$ cat config.mk
export PLATFORM = sky130hd
export DESIGN_NAME = button_conditioner
export DESIGN_NICKNAME = d
export VERILOG_FILES = /design/src/rtl/button_conditioner_pkg.sv /design/src/rtl/debounce_cell.sv /design/src/rtl/button_conditioner.sv
export SDC_FILE = /design/constraint.sdc
export NUM_CORES = 1
export LEC_CHECK = 0
export CAP_MARGIN = 20
export CELL_PAD_IN_SITES_DETAIL_PLACEMENT = 1
export CELL_PAD_IN_SITES_GLOBAL_PLACEMENT = 1
export CORE_MARGIN = 2
export CORE_UTILIZATION = 47
export CTS_CLUSTER_DIAMETER = 40
export CTS_CLUSTER_SIZE = 40
export DETAILED_ROUTE_END_ITERATION = 6
export GPL_TIMING_DRIVEN = 0
export PLACE_DENSITY_LB_ADDON = 0.12
export SKIP_CTS_REPAIR_TIMING = 1
export SYNTH_ARGS = -nofsm -noshare
export SYNTH_HDL_FRONTEND = slang
export SYNTH_SLANG_ARGS = --single-unit
$ cat constraint.sdc
create_clock -name clk -period 2.7 [get_ports clk]
set_input_delay 0.27 -clock clk [delete_from_list [all_inputs] [get_ports clk]]
set_output_delay 0.27 -clock clk [all_outputs]
set_load 0.01 [all_outputs]
$ cat src/rtl/button_conditioner_pkg.sv
// rtl/button_conditioner_pkg.sv - shared button indices, default timing and width helper
package button_conditioner_pkg;

  localparam int BTN_UP    = 0;
  localparam int BTN_DOWN  = 1;
  localparam int BTN_LEFT  = 2;
  localparam int BTN_RIGHT = 3;
  localparam int BTN_ENTER = 4;
  localparam int NUM_BTNS  = 5;

  localparam int DEBOUNCE_CYCLES_DEF = 650000;
  localparam int LOCK_FRAMES_DEF     = 600;

  function automatic int clog2(input int value);
    int result;
    result = 0;
    while ((1 << result) < value) result++;
    return result;
  endfunction

endpackage

$ cat src/rtl/debounce_cell.sv
// rtl/debounce_cell.sv - 2-flop synchroniser plus stable-count debouncer for one raw button
module debounce_cell #(
  parameter int DEBOUNCE_CYCLES = 650000,
  parameter int CNT_W           = 20
) (
  input  logic clk,
  input  logic rst,
  input  logic btn,
  output logic clean
);

  logic             sync1_q, sync1_d;
  logic             sync2_q, sync2_d;
  logic             clean_q, clean_d;
  logic [CNT_W-1:0] cnt_q, cnt_d;

  always_ff @(posedge clk) begin
    if (rst) begin
      sync1_q <= 1'b0;
      sync2_q <= 1'b0;
      clean_q <= 1'b0;
      cnt_q   <= '0;
    end else begin
      sync1_q <= sync1_d;
      sync2_q <= sync2_d;
      clean_q <= clean_d;
      cnt_q   <= cnt_d;
    end
  end

  // Any sample that agrees with the clean level restarts the count
  always_comb begin
    sync1_d = btn;
    sync2_d = sync1_q;
    clean_d = clean_q;
    cnt_d   = '0;
    if (sync2_q != clean_q) begin
      if (cnt_q == CNT_W'(DEBOUNCE_CYCLES - 1)) begin
        clean_d = sync2_q;
      end else begin
        cnt_d = cnt_q + 1'b1;
      end
    end
  end

  assign clean = clean_q;

endmodule

$ cat src/rtl/button_conditioner.sv
// rtl/button_conditioner.sv - debounced directions, enter strobe and move_en toggle
// Optional idle timeout on move_en under MOVE_LOCK_TIMEOUT_EN.
module button_conditioner
  import button_conditioner_pkg::*;
#(
  parameter int DEBOUNCE_CYCLES = DEBOUNCE_CYCLES_DEF,
  parameter int CNT_W           = 20,
  parameter int LOCK_FRAMES     = LOCK_FRAMES_DEF
) (
  input  logic clk,
  input  logic rst,
  input  logic btn_up,
  input  logic btn_down,
  input  logic btn_left,
  input  logic btn_right,
  input  logic btn_enter,
  input  logic vsync,
  output logic up,
  output logic down,
  output logic left,
  output logic right,
  output logic enter_pulse,
  output logic move_en
);

  logic [NUM_BTNS-1:0] btn_raw;
  logic [NUM_BTNS-1:0] clean;

  assign btn_raw[BTN_UP]    = btn_up;
  assign btn_raw[BTN_DOWN]  = btn_down;
  assign btn_raw[BTN_LEFT]  = btn_left;
  assign btn_raw[BTN_RIGHT] = btn_right;
  assign btn_raw[BTN_ENTER] = btn_enter;

  for (genvar i = 0; i < NUM_BTNS; i++) begin : g_cell
    debounce_cell #(
      .DEBOUNCE_CYCLES(DEBOUNCE_CYCLES),
      .CNT_W          (CNT_W)
    ) u_cell (
      .clk  (clk),
      .rst  (rst),
      .btn  (btn_raw[i]),
      .clean(clean[i])
    );
  end

  logic enter_prev_q, enter_prev_d;
  logic enter_pulse_q, enter_pulse_d;
  logic move_en_q, move_en_d;
  logic enter_rise;

`ifdef MOVE_LOCK_TIMEOUT_EN
  localparam int IDLE_W = clog2(LOCK_FRAMES + 1);
  logic              vsync_q, vsync_d;
  logic [IDLE_W-1:0] idle_q, idle_d;
  logic              vsync_fall;

  always_ff @(posedge clk) begin
    if (rst) begin
      vsync_q <= 1'b0;
      idle_q  <= '0;
    end else begin
      vsync_q <= vsync_d;
      idle_q  <= idle_d;
    end
  end
`else
  localparam int unused_lock_frames = LOCK_FRAMES;
  logic unused_vsync;
  assign unused_vsync = vsync;
`endif

  always_ff @(posedge clk) begin
    if (rst) begin
      enter_prev_q  <= 1'b0;
      enter_pulse_q <= 1'b0;
      move_en_q     <= 1'b0;
    end else begin
      enter_prev_q  <= enter_prev_d;
      enter_pulse_q <= enter_pulse_d;
      move_en_q     <= move_en_d;
    end
  end

  always_comb begin
    enter_rise    = clean[BTN_ENTER] & ~enter_prev_q;
    enter_prev_d  = clean[BTN_ENTER];
    enter_pulse_d = enter_rise;
    move_en_d     = move_en_q ^ enter_rise;
`ifdef MOVE_LOCK_TIMEOUT_EN
    vsync_d    = vsync;
    vsync_fall = vsync_q & ~vsync;
    idle_d     = idle_q;
    // An enter toggle outranks a timeout landing on the same edge
    if (enter_rise || !move_en_q || (|clean[BTN_RIGHT:BTN_UP])) begin
      idle_d = '0;
    end else if (vsync_fall) begin
      if (idle_q == IDLE_W'(LOCK_FRAMES - 1)) begin
        move_en_d = 1'b0;
        idle_d    = '0;
      end else begin
        idle_d = idle_q + 1'b1;
      end
    end
`endif
  end

  assign up          = clean[BTN_UP];
  assign down        = clean[BTN_DOWN];
  assign left        = clean[BTN_LEFT];
  assign right       = clean[BTN_RIGHT];
  assign enter_pulse = enter_pulse_q;
  assign move_en     = move_en_q;

endmodule

==> flow_metrics.env, run 1 <==
export IMPL_mostFrequentLayoutCell="dfxtp_1"
export IMPL_synth_yosys_warnings=0
export IMPL_p_leak_nw=1.765
export IMPL_crit_fanout=7
export IMPL_final_net_count=621
export IMPL_timing_max_cap_violations=0
export IMPL_tot_gr_track_use_pct=21.49
export IMPL_mostFrequentLayoutCells="dfxtp_1 (118), nor2_1 (87), xnor2_1 (45)"
export IMPL_yosysUniqueCellTypes=38
export IMPL_insertion_delay_ps=530
export IMPL_finalWorstSetupSlack_ps=521.3
export IMPL_cts_root_buffer="clkbuf_8"
export IMPL_die_width_um=107.5
export IMPL_synth_compound_gate_area_share_pct=7.778
export IMPL_cts_tree="done"
export IMPL_dp_hpwl_mm=7.708
export IMPL_grtUsageMet3_pct=5.508
export IMPL_worstSetupEndpointType="flip-flop"
export IMPL_drt_vias_per_instance=5.483
export IMPL_grt_met1_usage_pct=26.15
export IMPL_placedInstanceArea_mm2=0.005325
export IMPL_cts_htree_levels=4
export IMPL_multi_input_area_mm2=0.002511
export IMPL_synth_mux_area_share_pct=0
export IMPL_report_final_hold_viol_count=0
export IMPL_fp_dieArea_mm2=0.01156
export IMPL_syn_instance_count=577
export IMPL_grt_max_degree=17
export IMPL_gr_usage_met2_pct=35.76
export IMPL_critical_hold_path_startpoint="btn_right"
export IMPL_final_design_area_no_fill_mm2=0.005874
export IMPL_rd_place_congestion=0.8246
export IMPL_worst_clock_skew_ps=6.635
export IMPL_num_rows=37
export IMPL_initialDrtViolationCount=133
export IMPL_numCtsBuffers=17
export IMPL_fillers=1212
export IMPL_setup_tns_ps=0
export IMPL_power_per_cell_area_mw_per_mm2=660.0
export IMPL_synth_fp_nets=590
export IMPL_timing_critical_path_arrival_ps=2620
export IMPL_dr_pass1_iters=6
export IMPL_syn_avg_cell_area_um2=8.726
export IMPL_startpoint_types="flip-flop"
export IMPL_synthesis_area_mm2=0.005035
export IMPL_synth_register_bits=118
export IMPL_syn2layout_area_growth_pct=16.67
export IMPL_max_vdd_ir_drop_uv=533.7
export IMPL_regToRegSetupSlack_ps=520
export IMPL_overflow=0
export IMPL_fraction_of_final_layout_cells_sized_beyond_drive_strength_1_pct=7.407
export IMPL_io_buffers=12
export IMPL_synth_xor_area_share_pct=11.83
export IMPL_synth_top_family_by_area="simple AND/OR/NAND/NOR gates"
export IMPL_timing_worst_slew_pin_value_ps=594.2
export IMPL_setup_viol_count_final=0
export IMPL_num_io_pins=14
export IMPL_grt_antenna_before_repair=0
export IMPL_part_of_the_yosys_area_used_for_sequential_elements_pct=46.92
export IMPL_cts_sinks=118
export IMPL_max_freq_mhz=459.0
export IMPL_antenna_diode_count=0
export IMPL_ant_nets=0
export IMPL_timing_max_transition_violations_final=0
export IMPL_worstRegToRegCells=5
export IMPL_status="finished clean"
export IMPL_timing_setup_critical_path_class="reg2reg"
export IMPL_drcViolationCount=0
export IMPL_via_total_after_detailed_routing=4151
export IMPL_min_period_ps=2179
export IMPL_reg2reg_capture_point="g_cell[2].u_cell.cnt_q[18]"
export IMPL_crit_start="g_cell[2].u_cell.cnt_q[0]"
export IMPL_timing_hold_worst_path_depth=2
export IMPL_first_pass_grt_wire_length_mm=19.63
export IMPL_fp_dieH_um=107.5
export IMPL_worstReg2RegStart="g_cell[2].u_cell.cnt_q[0]"
export IMPL_pre_cts_slack_ps=413.0
export IMPL_ctsLongestPathBuffers=2
export IMPL_first_global_vias=4209
export IMPL_grt_most_used_layer="met2"
export IMPL_max_slew_margin_rel_pct=60.02
export IMPL_min_to="g_cell[3].u_cell.sync1_q"
export IMPL_drt_wirelength_per_cell_um=15.14
export IMPL_layout_worst_path_cycle_share_pct=80.69
export IMPL_initial_core_util_pct=48.55
export IMPL_cp_required_ps=3150
export IMPL_yosys_area_share_adder_pct=1.243
export IMPL_min_path_type="in2reg"
export IMPL_register_area_mm2=0.002362
export IMPL_core_region_area_mm2=0.01037
export IMPL_routed_wirelength_mm=11.46
export IMPL_synth_simple_gate_area_share_pct=29.03
export IMPL_grt_setup_unrepaired="no"
export IMPL_path_clk_slew_ps=60
through the flow:
stage	instances	hold WS (ps)	power, mW	utilization (%)
3_5_place_dp	725	430.8	1.840	51.35
3_3_place_gp	725	422.0	1.838	51.35
6_report	757	303.4	3.877	56.65
4_1_cts	757	281.8	3.921	56.65
5_1_grt	757	301.7	4.006	56.65
2_1_floorplan	577	398.2	1.818	-
sequential cells by signal (all words and copies together), names as in the netlist:
| name | count |
|---|---|
| g_cell.u_cell.sync1_q | 5 |
| g_cell.u_cell.sync2_q | 5 |
| g_cell.u_cell.cnt_q | 100 |
| g_cell.u_cell.clean | 5 |
| move_en | 1 |
| enter_pulse | 1 |
| enter_prev_q | 1 |
per-layer routing:
layer | wire (um) | up-vias | share of wire, %
li1 | - | 2077 | -
met1 | 5355 | 2026 | 47
met2 | 5687 | 32 | 50
met3 | 226 | 16 | 2.0
met4 | 192 | 0 | 1.7
met5 | 0 | - | 0
area by class of cell:
| cell class | count | area share (%) |
|---|---|---|
| multi-input combinational | 417 | 42.75 |
| sequential | 118 | 40.21 |
| clock buffer | 21 | 7.987 |
| tap | 136 | 2.897 |
| timing repair buffer | 12 | 2.045 |
| inverter | 25 | 1.597 |
| clock inverter | 11 | 1.363 |
| buffer | 17 | 1.150 |
worst max-delay path, stage by stage, from the launching register on:
cell     delay (ps)
dfxtp_1         390
ha_1            210
nand3_1         230
or4_1           710
or3_1           390
a21oi_1         160
cells by family (layout without fill, tap and decap cells):
logic type / after synthesis / in the layout
buffers and inverters: 42 / 86
flip-flops: 118 / 118
XOR/XNOR: 68 / 68
AO/OA/AOI/OAI: 70 / 70
adder cells (fa/ha/maj): 5 / 5
AND/OR/NAND/NOR: 274 / 274
Yosys cell counts, drive strengths merged:
cell,instances,share of area (%)
a21oi,31,3.2
a31o,2,0.35
and2,1,0.12
and3,6,0.75
and4,7,1.2
buf,4,0.37
clkbuf,13,0.97
dfxtp,118,47
ha,5,1.2
inv,25,1.9
nand2,26,1.9
nand2b,2,0.25
nand3,28,2.8
nand4,27,3.7
nand4b,3,0.52
nand4bb,1,0.22
nor2,87,6.5
nor2b,14,1.7
nor3,15,1.5
nor4,12,1.5
nor4b,4,0.70
nor4bb,1,0.20
o21a,2,0.30
o21ai,27,2.7
o21ba,2,0.40
o31ai,6,0.89
or2,3,0.37
or3,23,2.9
or3b,1,0.17
or4,12,1.9
or4b,1,0.20
xnor2,45,7.8
xor2,23,4.0
where the power goes:
group | internal (mW) | leakage (nW) | switching, mW
clock network | 1.30 | 0.286 | 0.777
registers | 1.75 | 0.953 | 0.00567
logic | 0.0182 | 0.526 | 0.0264
total | 3.07 | 1.77 | 0.809
worst max path at each step:
stage	cells past startpoint	end	slack (ps)
after global placement	6	g_cell[3].u_cell.cnt_q[11]	500
after detailed placement	6	g_cell[3].u_cell.cnt_q[9]	410
after global routing	7	g_cell[3].u_cell.cnt_q[9]	270
after floorplan	5	g_cell[1].u_cell.cnt_q[18]	800
after CTS	7	g_cell[3].u_cell.cnt_q[9]	480
final	5	g_cell[2].u_cell.cnt_q[18]	520
No activity file was read; power rests on OpenSTA's default activity.
==> inputs of run 2 (changes only) <==
clock period = 2.17 ns   (was 2.7 ns; I/O delays follow)
==> run 2 against run 1 <==
  * Sequential cell count is the same
  * First-iteration DRC count grew 22%
  * Combinational power grew 28%
  * Clock power grew 24%
  * Global-route usage is the same
  * Total power grew 24%
  * Sequential share of layout area shrank 0.41 points
  * Clock skew is essentially flat
  * Design area grew 1.1%
  * Routed wire length grew 0.92%
  * Die area is the same
  * Non-clock buffer count grew 2
  * Critical path type unchanged
  * Critical endpoint is now g_cell[0].u_cell.cnt_q[9]
==> flow_metrics.env, run 2 (same netlist as run 1, synthesis figures left out) <==
export IMPL_status="finished clean"
export IMPL_path_clk_slew_ps=60
export IMPL_crit_start="g_cell[0].u_cell.cnt_q[7]"
export IMPL_insertion_delay_ps=530
export IMPL_timing_critical_path_slowest_cell_delay_ps=590
export IMPL_timing_worst_slew_pin_value_ps=587.5
export IMPL_startpoint_types="flip-flop"
export IMPL_worst_clock_skew_ps=6.657
export IMPL_dr_pass1_iters=6
export IMPL_mostFrequentLayoutCell="dfxtp_1"
export IMPL_setup_crit_end="g_cell[0].u_cell.cnt_q[9]"
export IMPL_cts_tree="done"
export IMPL_first_global_vias=4209
export IMPL_num_rows=37
export IMPL_share_of_the_core_filled_with_cells_pct=57.26
export IMPL_max_slew_margin_rel_pct=60.47
export IMPL_numCtsBuffers=17
export IMPL_overflow=0
export IMPL_power_mw=4.827
export IMPL_routed_wirelength_mm=11.57
export IMPL_report_final_hold_viol_count=0
export IMPL_crit_fanout=10
export IMPL_min_period_ps=2066
export IMPL_fillers=1211
export IMPL_fp_dieH_um=107.5
export IMPL_via_total_after_detailed_routing=4147
export IMPL_timing_max_transition_violations_final=0
export IMPL_initial_core_util_pct=48.55
export IMPL_mostFrequentLayoutCells="dfxtp_1 (117), nor2_1 (87), xnor2_1 (45)"
export IMPL_grt_antenna_before_repair=0
export IMPL_grt_max_degree=17
export IMPL_initialDrtViolationCount=162
export IMPL_max_freq_mhz=484.0
export IMPL_worstPathCellList="or4b_1 > or4_1 > o21ai_1 > clkbuf_4 > nor2_1"
export IMPL_regToRegSetupSlack_ps=100
export IMPL_tot_gr_track_use_pct=21.49
export IMPL_timing_critical_path_arrival_ps=2490
export IMPL_syn2layout_area_growth_pct=17.94
export IMPL_die_width_um=107.5
export IMPL_drt_wirelength_per_cell_um=15.24
export IMPL_fraction_of_final_layout_cells_sized_beyond_drive_strength_1_pct=10.11
export IMPL_timing_max_cap_violations=0
export IMPL_max_vdd_ir_drop_uv=665.7
export IMPL_p_leak_nw=1.800
export IMPL_worstSetupEndpointType="flip-flop"
export IMPL_wl_met3_um=239
export IMPL_multi_input_area_mm2=0.002542
export IMPL_cp_required_ps=2590
export IMPL_fp_dieArea_mm2=0.01156
export IMPL_core_region_area_mm2=0.01037
export IMPL_drt_vias_per_instance=5.464
export IMPL_drcViolationCount=0
export IMPL_power_per_cell_area_mw_per_mm2=812.8
export IMPL_io_buffers=12
export IMPL_cts_root_buffer="clkbuf_8"
export IMPL_register_area_mm2=0.002364
export IMPL_largest_register_ff_count=100
export IMPL_min_path_type="in2reg"
export IMPL_rd_place_congestion=0.8246
export IMPL_detailroute_wirelength_met2_mm=5.728
export IMPL_worstReg2RegStart="g_cell[0].u_cell.cnt_q[7]"
export IMPL_routed_top_layer="met4"
export IMPL_num_io_pins=14
export IMPL_timing_setup_critical_path_class="reg2reg"
export IMPL_final_net_count=623
export IMPL_layout_worst_path_cycle_share_pct=95.22
export IMPL_first_pass_grt_wire_length_mm=19.63
export IMPL_cts_htree_levels=4
export IMPL_cts_sinks=118
export IMPL_worstRegToRegCells=5
export IMPL_cpMaxStageDelayCell="or4_1"
export IMPL_antenna_diode_count=0
export IMPL_setup_viol_count_final=0
export IMPL_dp_hpwl_mm=7.708
export IMPL_ctsLongestPathBuffers=2
export IMPL_ant_nets=0
export IMPL_reg2reg_capture_point="g_cell[0].u_cell.cnt_q[9]"
export IMPL_met1Wirelength_mm=5.368
export IMPL_largest_register="g_cell.u_cell.cnt_q"
[run 2: changes by cell type in the layout (fill, tap and decap cells not counted)]
cell	change
dfxtp_1	-1
clkbuf_1	-7
clkbuf_2	+5
or4_4	+3
dfxtp_2	+1
nand3_1	-4
buf_2	-1
or4_1	-3
nand3_2	+4
buf_4	+4
clkbuf_4	+1
[run 2: how the worst min path moves through the flow]
stage | start | end | depth (start not counted)
after floorplan | btn_up | g_cell[0].u_cell.sync1_q | 1
after global placement | g_cell[4].u_cell.sync1_q | g_cell[4].u_cell.sync2_q | 1
after detailed placement | g_cell[1].u_cell.sync1_q | g_cell[1].u_cell.sync2_q | 1
after CTS | btn_right | g_cell[3].u_cell.sync1_q | 2
after global routing | btn_right | g_cell[3].u_cell.sync1_q | 2
final | btn_right | g_cell[3].u_cell.sync1_q | 2
[run 2: final cells by class]
type                            count  area share [%]
Sequential cell                   118           39.80
Inverter                           25           1.580
Buffer                             16           1.285
Clock inverter                     11           1.349
Tap cell                          136           2.866
Timing Repair Buffer               15           2.402
Clock buffer                       21           7.901
Multi-Input combinational cell    417           42.81
[run 2: metal layers]
| layer | vias to the layer above | global-route usage (%) |
|---|---|---|
| li1 | 2082 | - |
| met5 | - | 0 |
| met3 | 17 | 5.508 |
| met1 | 2014 | 26.15 |
| met2 | 34 | 35.76 |
| met4 | 0 | 9.524 |
[run 2: metrics by stage]
| stage | instances | cell area (um2) | setup slack [ps] | TNS, ps | hold slack, ps |
|---|---|---|---|---|---|
| after CTS | 757 | 5874 | -49.36 | -357.1 | 228.8 |
| after global routing | 759 | 5938 | -99.47 | -935.7 | 248.7 |
| after detailed placement | 725 | 5325 | -64.01 | -546.5 | 430.8 |
| after global placement | 725 | 5325 | 25.33 | 0 | 422.0 |
| final | 759 | 5938 | 103.8 | 0 | 246.2 |
| after floorplan | 577 | 5035 | 270.8 | 0 | 345.2 |
[run 2: worst max-delay path, delay by kind of cell (launching register included)]
kind,cells,cell delay [ps]
flops,1,350
compound gates,1,190
buf+inv,1,230
simple gates,3,1190
[run 2: report_power, final]
| part | switching, mW | leakage [nW] | internal (mW) |
|---|---|---|---|
| Clock | 0.968 | 0.286 | 1.62 |
| Sequential | 0.00704 | 0.953 | 2.18 |
| Combinational | 0.0330 | 0.560 | 0.0238 |
